`src/rtl/bp_table_update_scheduler.sv`:
```
// Branch-predictor table port scheduler: sweeps the PHT to weakly-not-taken
// after reset or init_req, then arbitrates the single table port between
// fetch lookups (favoured) and queued EX-stage counter updates, with a
// starvation guard so queued updates make forward progress under read load.
module bp_table_update_scheduler #(
  parameter int INDEX_W    = 10,
  parameter int DEPTH      = 4,
  parameter int STARVE_MAX = 8
) (
  input  logic                       clk,
  input  logic                       rst_n,
  input  logic                       upd_valid,
  input  logic [INDEX_W-1:0]         upd_index,
  input  logic [1:0]                 upd_counter,
  output logic                       upd_ready,
  output logic                       stall_req,
  input  logic                       init_req,
  input  logic                       rd_req,
  input  logic [INDEX_W-1:0]         rd_index,
  output logic                       rd_grant,
  output logic                       tbl_en,
  output logic                       tbl_we,
  output logic [INDEX_W-1:0]         tbl_addr,
  output logic [1:0]                 tbl_wdata,
  output logic                       init_done,
  output logic [$clog2(DEPTH+1)-1:0] fifo_count
);

  localparam int CNT_W = $clog2(DEPTH+1);
  localparam int PTR_W = $clog2(DEPTH);
  localparam int ST_W  = $clog2(STARVE_MAX+1);
  localparam logic [INDEX_W-1:0] LAST_ADDR = '1;

  typedef enum logic {S_INIT, S_RUN} state_t;

  state_t               state, state_nxt;
  logic [INDEX_W-1:0]   sweep_addr;
  logic [INDEX_W+1:0]   fifo_mem [DEPTH];   // {index, counter}
  logic [PTR_W-1:0]     head, tail;
  logic [CNT_W-1:0]     count;
  logic [ST_W-1:0]      starve_cnt;
  logic                 fifo_empty, fifo_full, wr_sel, push;

  assign fifo_empty = (count == '0);
  assign fifo_full  = (count == CNT_W'(DEPTH));
  assign push       = upd_valid && upd_ready;
  assign stall_req  = !upd_ready;
  assign init_done  = (state == S_RUN);
  assign fifo_count = count;

  // State register
  always_ff @(posedge clk or negedge rst_n) begin
    if (!rst_n) state <= S_INIT;
    else        state <= state_nxt;
  end

  // Next state, port arbitration and table control
  always_comb begin
    state_nxt = state;
    tbl_en    = 1'b0;
    tbl_we    = 1'b0;
    tbl_addr  = '0;
    tbl_wdata = 2'b00;
    rd_grant  = 1'b0;
    upd_ready = 1'b0;
    wr_sel    = 1'b0;
    case (state)
      S_INIT: begin
        tbl_en    = 1'b1;
        tbl_we    = 1'b1;
        tbl_addr  = sweep_addr;
        tbl_wdata = 2'b01;
        if (!init_req && sweep_addr == LAST_ADDR) state_nxt = S_RUN;
      end
      S_RUN: begin
        upd_ready = !fifo_full;
        // Reads win unless the queue is full or the head has waited too long
        wr_sel = !fifo_empty &&
                 (!rd_req || fifo_full || starve_cnt == ST_W'(STARVE_MAX));
        if (wr_sel) begin
          tbl_en    = 1'b1;
          tbl_we    = 1'b1;
          tbl_addr  = fifo_mem[head][INDEX_W+1:2];
          tbl_wdata = fifo_mem[head][1:0];
        end else if (rd_req) begin
          tbl_en   = 1'b1;
          tbl_addr = rd_index;
          rd_grant = 1'b1;
        end
        if (init_req) state_nxt = S_INIT;
      end
      default: state_nxt = S_INIT;
    endcase
  end

  // Sweep address, FIFO pointers/occupancy and starvation counter
  always_ff @(posedge clk or negedge rst_n) begin
    if (!rst_n) begin
      sweep_addr <= '0;
      head       <= '0;
      tail       <= '0;
      count      <= '0;
      starve_cnt <= '0;
    end else if (state == S_INIT) begin
      sweep_addr <= (init_req || sweep_addr == LAST_ADDR) ? '0 : sweep_addr + 1'b1;
    end else if (init_req) begin
      // Flush: any write granted this cycle still reaches the table
      sweep_addr <= '0;
      head       <= '0;
      tail       <= '0;
      count      <= '0;
      starve_cnt <= '0;
    end else begin
      if (push)   tail <= tail + PTR_W'(1);
      if (wr_sel) head <= head + PTR_W'(1);
      case ({push, wr_sel})
        2'b10:   count <= count + 1'b1;
        2'b01:   count <= count - 1'b1;
        default: count <= count;
      endcase
      if (wr_sel)                     starve_cnt <= '0;
      else if (rd_req && !fifo_empty) starve_cnt <= starve_cnt + 1'b1;
      else                            starve_cnt <= '0;
    end
  end

  // Update storage; contents are don't-care until written
  always_ff @(posedge clk) begin
    if (state == S_RUN && !init_req && push) fifo_mem[tail] <= {upd_index, upd_counter};
  end

endmodule

```
`config.mk`:
```
export PLATFORM = sky130hd
export DESIGN_NAME = bp_table_update_scheduler
export DESIGN_NICKNAME = d
export VERILOG_FILES = /design/src/rtl/bp_table_update_scheduler.sv
export SDC_FILE = /design/constraint.sdc
export NUM_CORES = 1
export LEC_CHECK = 0
export ABC_AREA = 1
export BUFFER_PORTS_ARGS = -buffer_cell sky130_fd_sc_hd__buf_4
export CAP_MARGIN = 20
export CORE_MARGIN = 4
export CORE_UTILIZATION = 40
export DETAILED_ROUTE_END_ITERATION = 7
export PLACE_DENSITY_LB_ADDON = 0.12
export SETUP_SLACK_MARGIN = 0.15
export SYNTH_ARGS = -nofsm -noshare
export SYNTH_HDL_FRONTEND = slang
export SYNTH_SLANG_ARGS = --single-unit
```
`constraint.sdc`:
```
create_clock -name clk -period 2.1 [get_ports clk]
set_input_delay 0.315 -clock clk [delete_from_list [all_inputs] [get_ports clk]]
set_output_delay 0.315 -clock clk [all_outputs]
set_load 0.03 [all_outputs]
```
==> flow_metrics.tcl <==
set metrics [dict create \
    vias_per_cell 5.027 \
    stdcell_area_mm2 0.004508 \
    io_pins 48 \
    ir_drop_v 0.0004088 \
    synth_commonest_cells "57 x nand2_1, 48 x edfxtp_1, 33 x inv_1" \
    p_leak_uw 0.001853 \
    critPathLaunch "head[0]$_DFFE_PN0P_" \
    finalCriticalPeriod_ps 2128 \
    finalSetupViolations 1 \
    drv_cap 0 \
    clk_latency_ps 340 \
    detailroute.via_count 2579 \
    cts_sinks 70 \
    globalRouteOverflowTotal 0 \
    clock_tree.buffer_depth 2 \
    clock.fmax_ghz 0.4700 \
    synthArstFlopShare_pct 31.43 \
    required_ps 1780 \
    cts_tree "built" \
    outcome "finished, violations left" \
    antenna_cells 0 \
    ys_seq_area_share_pct 59.23 \
    slew_violations 0 \
    core_area_mm2 0.008217 \
    initialDrtViolationCount 96 \
    met2_usage_pct 28.22 \
    antenna_found_initial 0 \
    ys_types 34 \
    synth_edf_count 48 \
    fp.dieH_um 99.70 \
    cts_buffers 9 \
    synth_nets 356 \
    violations "setup timing" \
    layout_setup_ws_ps -27.88 \
    nets 438 \
    grt_max_degree 23 \
    busiest_layer "met2" \
    cts_root_buf "clkbuf_8" \
    reg2reg_from "fifo_count[0]$_DFFE_PN0P_" \
    placed_area_mm2 0.003960 \
    worst_slew_pin_slew_ps 416.8 \
    grt_pass1_vias 2611 \
    pre_cts_slack_ps 160.5 \
    start_util_pct 40.93 \
    htree_levels 3 \
    netlist_area_mm2 0.003363 \
    synth_area_leaders "edfxtp_1 43%, dfrtp_1 16%, nand2_1 6.4%" \
    final_util_pct 54.87 \
    grt_pass1_wl_mm 13.16 \
    gp_congestion 0.7920 \
    min_from "upd_index[2]" \
    grtUsageMet3_pct 3.647 \
    grt_use_met1_pct 22.61 \
    drt_drc_violations_left 0 \
    syn_inst 321 \
    syn_avg_cell_area_um2 10.48 \
    die_w_um 99.70 \
    synth_seq_cells 70 \
    pwr_density_cell_mw_per_mm2 746.5 \
    clk_pin_slew_ps 70 \
    path_class "reg2out" \
    yosysTopAreaCell "edfxtp_1" \
    tns_ps -27.88 \
    yosys.area.top_type_share_pct 42.86 \
    worst-endpoint-arrival_ps 1810 \
    synth.most_common_cell "nand2_1" \
    hold_viol 0 \
    worstSetupStartpointType "register" \
    rsz0062_at_grt "true" \
    drtPass1Iterations 4 \
    syn2layout_area_growth_pct 34.04 \
    synth_ff_type "edfxtp_1" \
    worstHoldPathType "in2reg" \
    yosys_warnings 0 \
    drive_above_1_share_pct 37.01 \
    rows 33 \
    portBuffers 47 \
    routed_wirelength_mm 8.089 \
    die_area_mm2 0.009939 \
    fin_crit_sh_pct 101.3 \
    critPathCaptureType "output pin" \
    skew_ps 4.994 \
    slew_headroom_pct 72.22 \
    grtUsageTotal_pct 17.17 \
    wl_per_cell_um 15.77 \
    final_antenna_net_count 0 \
    critPathMaxFanout 16 \
    dpl.hpwl_mm 5.325 \
]
[final timing paths]
kind,cells past startpoint,end,slack [ps]
setup / recovery,6,tbl_addr[9],-30
hold / removal,1,fifo_mem[1][4]$_DFFE_PP_,170
setup reg to reg,14,fifo_count[2]$_DFFE_PN0P_,50
hold reg to reg,2,sweep_addr[9]$_DFFE_PN0P_,520
max in group asynchronous,2,fifo_count[1]$_DFFE_PN0P_,1440
min in group asynchronous,2,sweep_addr[5]$_DFFE_PN0P_,400
[area by class of cell]
cell class	instances	area [µm²]
well taps	105	131.4
repair buffers	80	724.4
inverters	39	162.7
flip-flops and latches	70	1994
fillers	738	3709
repair inverters	1	11.26
clock buffers	9	123.9
multi-input cells	202	1311
clock inverters	7	48.80
[where the power goes]
| part | switching [µW] | internal (µW) | total [µW] |
|---|---|---|---|
| registers | 48.0 | 1520 | 1560 |
| clock network | 518 | 427 | 946 |
| logic | 481 | 374 | 855 |
| total | 1050 | 2320 | 3370 |
[per-stage QoR]
stage | hold WS, ps | instances | power (µW)
6_report | 171.6 | 513 | 3365
3_3_place_gp | 229.3 | 476 | 2222
5_1_grt | 148.5 | 513 | 3543
2_1_floorplan | 19.41 | 321 | 1989
4_1_cts | 156.5 | 507 | 3333
3_5_place_dp | 235.6 | 476 | 2233
[cells by family after synthesis]
group,count (synthesis),share of synthesized area (%)
and+or+nand+nor,125,18.01
DFF,70,59.23
AOI/OAI and AO/OA,62,12.05
buffers and inverters,49,5.915
adders and majority gates,8,2.976
xor gates and xnor gates,7,1.823
[timing repair]
action,CTS,global route
resized for setup,48,10
pin swaps,10,10
hold endpoints to repair,22,0
endpoints found under the setup margin,14,18
cloned,3,0
hold buffers,1,0
setup buffers,11,6
[flip-flops by register name, indices dropped and copies added (netlist names)]
register	flops
fifo_count	3
starve_cnt	4
sweep_addr	10
fifo_mem	48
tail	2
head	2
init_done	1
[critical path, stage by stage (launching register included)]
cell	delay, ps
dfrtp_1	410
buf_4	250
o21ai_0	120
o22ai_1	270
nand3_1	160
o211ai_2	120
buf_6	150
[cells in the final DEF, fill, tap and decap left out, drive strengths merged]
cell,synthesis,layout
a211oi,1,1
o221ai,6,6
xor2,6,6
nand4,3,3
a32o,6,6
nor3,1,1
edfxtp,48,48
dfrtp,22,22
clkinvlp,0,4
o211ai,3,3
xnor2,1,1
nor2,38,38
nand3,18,18
a21oi,12,12
a31oi,2,2
inv,37,40
o21ai,20,20
nand2,64,64
buf,6,79
o22ai,12,12
clkbuf,4,9
ha,8,8
dlygate4sd3,0,1
nor4,1,1
clkinv,2,3
[metal layers]
metal / vias up / share of wire, %
met5: - / 0
met4: 0 / 1.1
met3: 9 / 3.9
met2: 51 / 50
met1: 1231 / 45
li1: 1288 / -
Power figures use the tool's default switching activity.
